$ cat src/rtl/clk_div_pkg.sv
// ============================================================================
// Module   : clk_div_pkg
// Purpose  : Shared constants and helpers for the clock divider.
// Revision : 1.0 - initial release
// ============================================================================
`default_nettype none

package clk_div_pkg;

  // Smallest legal half-period, in clk_in cycles.
  localparam int DIV_MIN = 1;

  // A DIV of 1 still needs a 1-bit counter, even though $clog2(1) is 0.
  function automatic int cnt_width(input int div);
    int w;
    w = $clog2(div);
    return (w < 1) ? 1 : w;
  endfunction

endpackage : clk_div_pkg

`default_nettype wire

$ cat src/rtl/clk_divider_if.sv
// ============================================================================
// Module   : clk_divider_if
// Purpose  : Output bundle of the clock divider.
//            tick_out is present only when CLK_DIV_TICK_EN is defined.
// Revision : 1.0 - initial release
// ============================================================================
`default_nettype none

interface clk_divider_if;

  logic clk_out;
`ifdef CLK_DIV_TICK_EN
  logic tick_out;
`endif

`ifdef CLK_DIV_TICK_EN
  modport master (output clk_out, output tick_out);
  modport slave  (input  clk_out, input  tick_out);
`else
  modport master (output clk_out);
  modport slave  (input  clk_out);
`endif

endinterface : clk_divider_if

`default_nettype wire

$ cat src/rtl/clk_divider.sv
// ============================================================================
// Module   : clk_divider
// Purpose  : Divides clk_in by 2*DIV into a 50% duty registered clock.
//            Optional macro CLK_DIV_TICK_EN adds a one-cycle tick_out pulse
//            aligned with each rising edge of clk_out.
// Revision : 1.0 - initial release
// ============================================================================
`default_nettype none

module clk_divider
  import clk_div_pkg::*;
#(
  parameter int DIV = 5
) (
  input  wire logic           clk_in,
  input  wire logic           reset,
  clk_divider_if.master       bus
);

  // Width is derived from DIV so it cannot be overridden.
  localparam int               CNT_W  = cnt_width(DIV);
  localparam logic [CNT_W-1:0] c_last = CNT_W'(DIV - 1);

  generate
    if (DIV < DIV_MIN) begin : g_div_check
      $error("clk_divider: DIV must be >= %0d, got %0d", DIV_MIN, DIV);
    end
  endgenerate

  logic [CNT_W-1:0] r_cnt;
  logic             r_clk_out;
  logic             w_wrap;

  assign w_wrap = (r_cnt == c_last);

  always_ff @(posedge clk_in) begin
    if (reset) begin
      r_cnt     <= '0;
      r_clk_out <= 1'b0;
    end else if (w_wrap) begin
      r_cnt     <= '0;
      r_clk_out <= ~r_clk_out;
    end else begin
      r_cnt     <= r_cnt + CNT_W'(1);
    end
  end

  assign bus.clk_out = r_clk_out;

`ifdef CLK_DIV_TICK_EN
  logic r_tick;

  // Registered alongside the 0->1 toggle so it marks the first high cycle.
  always_ff @(posedge clk_in) begin
    if (reset) begin
      r_tick <= 1'b0;
    end else begin
      r_tick <= w_wrap & ~r_clk_out;
    end
  end

  assign bus.tick_out = r_tick;
`endif

endmodule : clk_divider

`default_nettype wire

$ cat src/flat_wrapper.sv
// flat-port wrapper written by rule: the top's interface ports become plain ports
module clk_divider_flat import clk_div_pkg::*;
#(
  parameter int DIV = 5
)
  (clk_in, reset, bus_clk_out);
  clk_divider_if bus_i ();
  input  wire logic clk_in;
  input  wire logic reset;
  output wire logic [$bits(bus_i.clk_out)-1:0] bus_clk_out;
  assign bus_clk_out = bus_i.clk_out;
  clk_divider #(.DIV(DIV)) u_core (.clk_in(clk_in), .reset(reset), .bus(bus_i));
endmodule
$ cat config.mk
export PLATFORM = sky130hd
export DESIGN_NAME = clk_divider_flat
export DESIGN_NICKNAME = d
export VERILOG_FILES = /design/src/rtl/clk_div_pkg.sv /design/src/rtl/clk_divider_if.sv /design/src/rtl/clk_divider.sv /design/src/flat_wrapper.sv
export SDC_FILE = /design/constraint.sdc
export NUM_CORES = 1
export LEC_CHECK = 0
export ABC_CLOCK_PERIOD_IN_PS = 1100
export CAP_MARGIN = 30
export CELL_PAD_IN_SITES_DETAIL_PLACEMENT = 0
export CELL_PAD_IN_SITES_GLOBAL_PLACEMENT = 1
export CORE_AREA = 2 2 39 41
export CTS_CLUSTER_DIAMETER = 50
export DETAILED_ROUTE_END_ITERATION = 8
export DIE_AREA = 0 0 41 43
export PLACE_DENSITY = 0.33
export SLEW_MARGIN = 20
export SYNTH_ARGS = -nofsm -noshare
export SYNTH_HDL_FRONTEND = slang
export SYNTH_SLANG_ARGS = --single-unit
$ cat constraint.sdc
create_clock -name clk_in -period 1.1 [get_ports clk_in]
set_input_delay 0.275 -clock clk_in [delete_from_list [all_inputs] [get_ports clk_in]]
set_output_delay 0.275 -clock clk_in [all_outputs]
set_load 0.02 [all_outputs]
Word-level counts from Yosys, hierarchy flattened
Index checks and enable logic that the tools add are counted.
{"block": "word_totals", "ff_bits": 4, "word_cells": 6}
{"block": "classes", "eq_ne": 1, "add_sub_neg": 1, "n_reduce_logical": 1, "bitwise": 1}
{"operator": "$add A3 B1 Y3 const B", "n": 1}
{"operator": "$eq A3 B3 Y1 const B", "n": 1}
{"operator": "$reduce_or A2 Y1", "n": 1}
{"operator": "$not A1 Y1", "n": 1}

Depth between registers and ports, before layout
Gate-level depths: netlist of the first run.
{"block": "depth", "depth_word": 2, "ltp_mapped": 4, "mapped_depth_nobuf": 4}

Worst setup path after synthesis of the first run
Ideal clock, no wire load.
{"block": "synth_timing", "path_type": "register -> register", "from": "reg u_core.r_cnt[0]", "to": "reg u_core.r_clk_out, in the netlist u_core.bus.clk_out", "period_less_slack_ps": 1125, "required_time_ps": 979, "arrival_ps": 1004, "n_path_buf": 0, "slack_ps": -25, "path_stages_with_launch": 5, "cell_sequence": "dfxtp_1 > inv_1 > ha_1 > and2_2 > mux2_2"}
{"block": "synth_via", "elab_chain_len": 1}
{"element": "start, declared", "line": "clk_divider.sv:30", "rtl": "logic [CNT_W-1:0] r_cnt;"}
{"element": "start signal, assigned", "line": "clk_divider.sv:44", "rtl": "r_cnt <= r_cnt + CNT_W'(1);"}
{"element": "$eq A3 B3 Y1", "line": "clk_divider.sv:34", "rtl": "assign w_wrap = (r_cnt == c_last);"}
{"element": "end signal, assigned", "line": "clk_divider.sv:42", "rtl": "r_clk_out <= ~r_clk_out;"}
{"element": "end, declared", "line": "clk_divider.sv:31", "rtl": "logic r_clk_out;"}
No other way between the ends.
A chain may end at the register's enable or synchronous reset.

Final worst setup path of the first run
Same ends and word-level chain as after synthesis.

==> summary.md, run 1 <==
| Metric | Value |
|---|---|
| Result of the run | finished clean |
| Distinct cells, synth | 12 |
| Maximum fanout count along the critical path | 3 |
| Boundary Pins | 3 |
| Leading area contributor after synthesis | dfxtp_1 |
| Total of endpoints with negative setup slack in the final report | 0 |
| Number of flip-flops and latches in the synthesized netlist | 4 |
| Pwr dens | 1470 nW/um^2 |
| GPL Wtd Cong | 0.565 |
| Reg-to-reg endpoint | u_core.bus.clk_out$_SDFFE_PP0N_ |
| Delay of the slowest cell on the worst path | 0.34 ns |
| Die footprint | 1760 um^2 |
| Reg-to-Reg Start | u_core.r_cnt[0]$_SDFF_PP0_ |
| Data arrival time of the critical path | 1.18 ns |
| Maximum capacitance violations | 0 |
| Overall fraction of global-route tracks in use | 4.21% |
| Syn Area/Cell | 10.4 um^2 |
| Main area contributors after synthesis | dfxtp_1 (45%), ha_1 (14%), mux2_2 (6.4%) |
| Fin Setup TNS | 0 ns |
| Most frequent cells after synthesis | dfxtp_1 (4), ha_1 (2), inv_1 (2) |
| CTS root buf | clkbuf_4 |
| Final period utilization | 96.3% |
| Worst voltage drop across the vdd grid | 490 uV |
| Most frequently used cell type in the post-synthesis netlist | dfxtp_1 |
| Clock transition at the registers of the reported paths | 0.04 ns |
| Max-slew violation count | 0 |
| DR iter-0 viols | 2 |
| Antenna violations before repair | 0 |
| Share of Yosys cell area claimed by the top area cell type | 45.4% |
| Worst-margin pin slew | 0.163 ns |
| Worst hold path class | register to register |
| Layout fillers | 155 |
| Mean routed wirelength per cell | 7.63 um |
| Max Buffers Root-to-Sink | 2 |
| DR vias/cell | 3.43 |
| Placed instance count | 36 |
| Die outline height | 43 um |
| Synth-to-layout area growth | 53.9% |
| Share of layout cells above drive strength 1 | 62.5% |
| Proportion of register bits with asynchronous set or reset after synthesis | 0% |
| Final standard cell utilization of the core | 19.6% |
| Critical Path Sink Type | register |
| Number of core rows | 14 |
| Crit-path cells | inv_2, ha_4, and2_4, mux2_4 |
| Count of input and output buffers | 2 |
| Final cell count without fillers | 40 |
| Main flop type after synthesis | dfxtp_1 |
| First drt pass iteration count | 2 |
| First-pass GRT wire length | 393 um |
| Number of hold violations in the final report | 0 |
| Area of the placeable core | 1380 um^2 |
| TritonCTS sink count | 4 |
| Critical Path Source Type | register |
| Routed Antenna Nets | 0 |
| Slowest cell on the critical path | dfxtp_2 |
| # DRC | 0 |
| Syn_nets | 21 |
| Worst setup path endpoint | u_core.bus.clk_out$_SDFFE_PP0N_ |
| Hold buffer count at CTS | 0 |
| Skew final | 0.00632 ns |
| Area of the mapped netlist | 176 um^2 |
| Total overflow reported by the global router | 0 |
| Later-pin clock latency in the skew report | 0.23 ns |
| Ys Warns | 0 |
| Clock tree from TritonCTS | done |
| Diodes inserted | 0 |
| Launch point of the critical path | u_core.r_cnt[0]$_SDFF_PP0_ |
| Starting utilization of the core area | 12.7% |
| Critical Path RT | 1.22 ns |
| Number of enable flip-flop cells after synthesis | 0 |
| Tmin final | 1.06 ns |
| Upper clock frequency limit | 944 MHz |
| Cells on worst reg2reg path | 4 |
| Number of global-route vias before repair | 119 |
| Layout net count | 30 |
| Width of the die | 41 um |
| Synthesized instance count | 17 |
| Worst reg2reg setup slack | 0.04 ns |
| H-tree level count | 1 |
| Total vias in the final route | 137 |
| Setup CP Type | register to register |
| Leak pwr | 0.000110 uW |
| Slew HR | 89.1% |
| Clock buffers created by TritonCTS | 3 |
| Portion of the post-synthesis area used by sequential elements | 45.4% |
| Wire length after detailed routing | 305 um |
| Largest net degree at the start of global routing | 4 |
-- power by group --
group,internal [uW],switching [uW]
combinational,30.6,22.1
sequential,159,8.26
clock,122,56.7
-- worst max-delay path, delay by kind of cell, from the launching register on --
| family | cells | cell delay, ns |
|---|---|---|
| buf+inv | 1 | 0.05 |
| fa+ha+maj | 1 | 0.15 |
| simple gates | 1 | 0.14 |
| flops | 1 | 0.34 |
| mux | 1 | 0.29 |
-- repair_timing --
action,4_1_cts,5_1_grt
endpoints found under the setup margin,2,2
pin swaps,1,2
gates resized for setup,4,7
buffers inserted,0,1
-- per-layer routing --
metal / part of all wire [%] / vias to the layer above / GRT usage [%] / routed length, um
li1: - / 70 / - / -
met1: 40 / 64 / 2.56 / 123
met2: 55 / 3 / 5.00 / 168
met3: 4.6 / 0 / 3.14 / 14
met4: 0 / 0 / 8.00 / 0
met5: 0 / - / 0 / 0
-- through the flow --
| stage | worst slack [ns] | hold slack [ns] | cell area, um^2 | power, uW |
|---|---|---|---|---|
| finish | 0.0403 | 0.430 | 272 | 398 |
| global route | -0.00485 | 0.453 | 272 | 430 |
| CTS | -0.00347 | 0.419 | 244 | 394 |
| detailed placement | -0.101 | 0.415 | 226 | 207 |
| global placement | -0.105 | 0.411 | 226 | 206 |
| floorplan | 0.0339 | 0.344 | 179 | 191 |
-- worst min-delay path by stage --
stage	startpoint	to	slack (ns)	cells after the start
after floorplan	reset	u_core.r_cnt[2]$_SDFF_PP0_	0.34	1
after global placement	u_core.r_cnt[0]$_SDFF_PP0_	u_core.r_cnt[0]$_SDFF_PP0_	0.41	1
after detailed placement	u_core.r_cnt[0]$_SDFF_PP0_	u_core.r_cnt[0]$_SDFF_PP0_	0.41	1
after CTS	u_core.r_cnt[0]$_SDFF_PP0_	u_core.r_cnt[0]$_SDFF_PP0_	0.42	1
after global routing	u_core.r_cnt[0]$_SDFF_PP0_	u_core.r_cnt[0]$_SDFF_PP0_	0.45	1
final	u_core.r_cnt[0]$_SDFF_PP0_	u_core.r_cnt[0]$_SDFF_PP0_	0.43	1
-- final cells by class --
class | instances | area, um^2 | share of cell area [%]
Multi-Input combinational cell | 11 | 109 | 40.1
Clock buffer | 3 | 22.5 | 8.29
Tap cell | 16 | 20.0 | 7.37
Sequential cell | 4 | 82.6 | 30.4
Inverter | 2 | 7.51 | 2.76
Timing Repair Buffer | 4 | 30.0 | 11.1
-- placed cells by master (no fill, tap or decap) --
cell type / synthesis / routed
clkdlybuf4s50_1: 0 / 1
nor3b_1: 1 / 1
ha_4: 0 / 1
or3b_1: 1 / 1
dfxtp_2: 0 / 2
and2_4: 0 / 1
nor2_1: 1 / 1
clkbuf_4: 0 / 3
a21oi_1: 1 / 1
mux2_4: 0 / 1
buf_4: 0 / 2
or2b_2: 1 / 1
inv_2: 0 / 2
dfxtp_1: 4 / 2
nor2b_1: 1 / 1
ha_2: 0 / 1
nor3_1: 1 / 1
buf_2: 0 / 1
-- state kept, by name (all words and copies together), names as in the netlist --
signal              cells
u_core.r_cnt            3
u_core.bus.clk_out      1
-- cells by family after synthesis --
group / Yosys count / synth area share, %
and+or+nand+nor: 7 / 27.0
DFF: 4 / 45.4
buffers and inverters: 2 / 4.26
adders and majority gates: 2 / 14.2
AOI/OAI and AO/OA: 1 / 2.83
muxes: 1 / 6.38
Power figures use the tool's default switching activity.
==> run 2: changes to the inputs <==
--- a/config.mk
+++ b/config.mk
@@ -13,7 +13,8 @@
 export CTS_CLUSTER_DIAMETER = 50
 export DETAILED_ROUTE_END_ITERATION = 8
 export DIE_AREA = 0 0 41 43
-export PLACE_DENSITY = 0.33
+export DONT_BUFFER_PORTS = 1
+export PLACE_DENSITY = 0.3
 export SLEW_MARGIN = 20
 export SYNTH_ARGS = -nofsm -noshare
 export SYNTH_HDL_FRONTEND = slang
==> run 2 against run 1 <==
Net effect: register-to-register slack worse by 0.02 ns; maximum frequency down 1.9%; clock skew down 0.0026 ns; power shrank 2.7%; highest routed layer unchanged; first-iteration DRC count is 50% lower; wire length increased by 3.6%; flip-flop and latch count unchanged; die area unchanged; critical path depth is the same; worst setup slack got worse by 0.021 ns; combinational power shrank 25%.
==> summary.md, run 2 (synthesized netlist as in run 1, its figures left out) <==
| Metric | Value |
|---|---|
| Net switching component of the power | 83.4 uW (was 87.0 uW) |
| CTS root buf | clkbuf_4 (unchanged) |
| Number of core rows | 14 (unchanged) |
| GPL Wtd Cong | 0.551 (was 0.565) |
| Result of the run | finished clean (unchanged) |
| Slew HR | 83.4% (was 89.1%) |
| DR iter-0 viols | 1 (was 2) |
| Area taken by multi-input logic gates | 105 um^2 (was 109 um^2) |
| Layout fillers | 161 (was 155) |
| Width of the die | 41 um (unchanged) |
| Flip-flop and latch area | 82.6 um^2 (unchanged) |
| Worst-margin pin slew | 0.249 ns (was 0.163 ns) |
| Mean routed wirelength per cell | 8.54 um (was 7.63 um) |
| Clock tree from TritonCTS | done (unchanged) |
| Leading cell types in the layout, fill and taps excluded | clkbuf_4 (3), inv_2 (2), dfxtp_1 (2), dfxtp_2 (2) (was clkbuf_4 (3), inv_2 (2), buf_4 (2), dfxtp_1 (2), dfxtp_2 (2)) |
| Upper clock frequency limit | 926 MHz (was 944 MHz) |
| Cells on worst reg2reg path | 4 (unchanged) |
| First drt pass iteration count | 2 (unchanged) |
| Register name with the most flops | u_core.r_cnt (unchanged) |
| Cells on Worst Hold Path | 1 (unchanged) |
| Number of hold violations in the final report | 0 (unchanged) |
| DP HPWL | 238 um |
| Overall fraction of global-route tracks in use | 5.21% (was 4.21%) |
| Later-pin clock latency in the skew report | 0.23 ns (about the same) |
| First-pass GRT wire length | 503 um (was 393 um) |
| Reg-to-Reg Start | u_core.r_cnt[0]$_SDFF_PP0_ (unchanged) |
| # DRC | 0 (unchanged) |
| Switching part of the total power | 21.5% (was 21.8%) |
| Final period utilization | 98.2% (was 96.3%) |
| Critical Path Source Type | register (unchanged) |
| Diodes inserted | 0 (unchanged) |
| Sequential fraction of design power | 43.6% (was 42.0%) |
| Max-slew violation count | 0 (unchanged) |
| Tot Pwr | 388 uW (was 398 uW) |
| Startpoint of the worst hold path | reset (was u_core.r_cnt[0]$_SDFF_PP0_) |
| Antenna violations before repair | 0 (unchanged) |
| Critical Path RT | 1.27 ns (was 1.22 ns) |
| Reg-to-reg endpoint | u_core.r_cnt[2]$_SDFF_PP0_ (was u_core.bus.clk_out$_SDFFE_PP0N_) |
| Setup slack of the critical path after layout | 0.0197 ns (was 0.0403 ns) |
| Maximum fanout count along the critical path | 3 (unchanged) |
| Portion of total power attributed to combinational logic | 10.2% (was 13.2%) |
| Leak pwr | 0.0000943 uW (was 0.000110 uW) |
| Clock transition at the registers of the reported paths | 0.04 ns (about the same) |
| Starting utilization of the core area | 12.7% (unchanged) |
| TritonCTS sink count | 4 (unchanged) |
| Critical Path Sink Type | register (unchanged) |
| Placement-stage worst setup slack | -0.0422 ns (was -0.101 ns) |
| Pint | 304 uW (was 311 uW) |
| Number of global-route vias before repair | 129 (was 119) |
| Synth-to-layout area growth | 39.0% (was 53.9%) |
| H-tree level count | 1 (unchanged) |
| Worst voltage drop across the vdd grid | 419 uV (was 490 uV) |
| Worst hold-check slack | 0.108 ns (was 0.430 ns) |
| Layout net count | 27 (was 30) |
| Total overflow reported by the global router | 0 (unchanged) |
| Hold buffer count at CTS | 0 (unchanged) |
| Share of layout cells above drive strength 1 | 61.9% (was 62.5%) |
| Area of the placeable core | 1380 um^2 (unchanged) |
| Total vias in the final route | 125 (was 137) |
| Placed instance count | 33 (was 36) |
| Tmin final | 1.08 ns (was 1.06 ns) |
| Final standard cell utilization of the core | 17.7% (was 19.6%) |
| Pwr dens | 1580 nW/um^2 (was 1470 nW/um^2) |
| Worst reg2reg setup slack | 0.02 ns (was 0.04 ns) |
| Maximum capacitance violations | 0 (unchanged) |
| Boundary Pins | 3 (unchanged) |
| Endpoint of the worst hold path | u_core.r_cnt[2]$_SDFF_PP0_ (was u_core.r_cnt[0]$_SDFF_PP0_) |
| Count of input and output buffers | 0 (was 2) |
| Max Buffers Root-to-Sink | 2 (unchanged) |
| Routed Antenna Nets | 0 (unchanged) |
| Flip-flop count of the largest register, all copies and words added | 3 (unchanged) |
| Most frequent standard cell in the layout excluding fill and tap cells | clkbuf_4 (unchanged) |
| Final cell count without fillers | 37 (was 40) |
| DR vias/cell | 3.38 (was 3.43) |
| Die outline height | 43 um (unchanged) |
| Share of power burned in the clock network | 46.2% (was 44.8%) |
| Data arrival time of the critical path | 1.25 ns (was 1.18 ns) |
| Clock buffers created by TritonCTS | 3 (unchanged) |
| Total of endpoints with negative setup slack in the final report | 0 (unchanged) |
| Setup CP Type | register to register (unchanged) |
| Skew final | 0.00373 ns (was 0.00632 ns) |
| Wire length after detailed routing | 316 um (was 305 um) |
| Unrepaired setup endpoints after global routing | true |
| Die footprint | 1760 um^2 (unchanged) |
| Largest net degree at the start of global routing | 6 (was 4) |
| Worst hold path class | primary input to register (was register to register) |
-- run 2: changes by cell type in the layout (fill, tap and decap cells not counted), sizes merged --
cell,change
buf,-2
clkdlybuf4s50,-1
-- run 2: worst max path at each step --
stage	start	slack (ns)	cells after the start	endpoint
6_report	u_core.r_cnt[0]$_SDFF_PP0_	0.02	4	u_core.r_cnt[2]$_SDFF_PP0_
5_1_grt	u_core.r_cnt[0]$_SDFF_PP0_	-0.02	4	u_core.r_cnt[2]$_SDFF_PP0_
4_1_cts	u_core.r_cnt[0]$_SDFF_PP0_	0.01	3	u_core.r_cnt[2]$_SDFF_PP0_
3_5_place_dp	u_core.r_cnt[0]$_SDFF_PP0_	-0.04	4	u_core.bus.clk_out$_SDFFE_PP0N_
3_3_place_gp	u_core.r_cnt[0]$_SDFF_PP0_	-0.02	4	u_core.bus.clk_out$_SDFFE_PP0N_
2_1_floorplan	u_core.r_cnt[0]$_SDFF_PP0_	0.03	4	u_core.bus.clk_out$_SDFFE_PP0N_
-- run 2: final cells by class --
class	count	share of cell area, %
Inverter	2	3.06
Clock buffer	3	9.18
Multi-Input combinational cell	11	42.9
Timing Repair Buffer	1	3.06
Sequential cell	4	33.7
Tap cell	16	8.16
-- run 2: what timing repair did --
| item | CTS | global route |
|---|---|---|
| setup endpoints to repair | 2 | 1 |
| endpoints found under the hold margin | 0 | 0 |
| buffers inserted | 1 | 0 |
| pin swaps | 3 | 1 |
| resized for setup | 5 | 1 |
-- run 2: critical path, cell delays in order, from the launching register on --
cell and delay [ns]:
dfxtp_2 0.34, inv_2 0.05, ha_4 0.15, or3b_1 0.34, a21oi_1 0.14
-- run 2: routing by layer --
metal / GRT usage (%) / routed length [um] / vias up / part of all wire [%]
li1: - / - / 64 / -
met1: 4.15 / 113 / 59 / 36
met2: 6.25 / 181 / 2 / 57
met3: 2.09 / 21 / 0 / 6.6
met4: 10.0 / 0 / 0 / 0
met5: 0 / 0 / - / 0
-- run 2: power groups by stage --
stage / Combinational, uW / Clock [uW] / Sequential (uW)
final: 39.5 / 179 / 169
after global routing: 45.5 / 206 / 169
after CTS: 42.4 / 194 / 169
after detailed placement: 30.5 / 0 / 169
after global placement: 29.0 / 0 / 168
after floorplan: 24.1 / 0 / 167
-- run 2: per-stage QoR --
stage,setup TNS [ns],area [um^2]
after global placement,-0.0266,199
after floorplan,0,179
after global routing,-0.0176,245
after CTS,0,243
final,0,245
after detailed placement,-0.0707,199
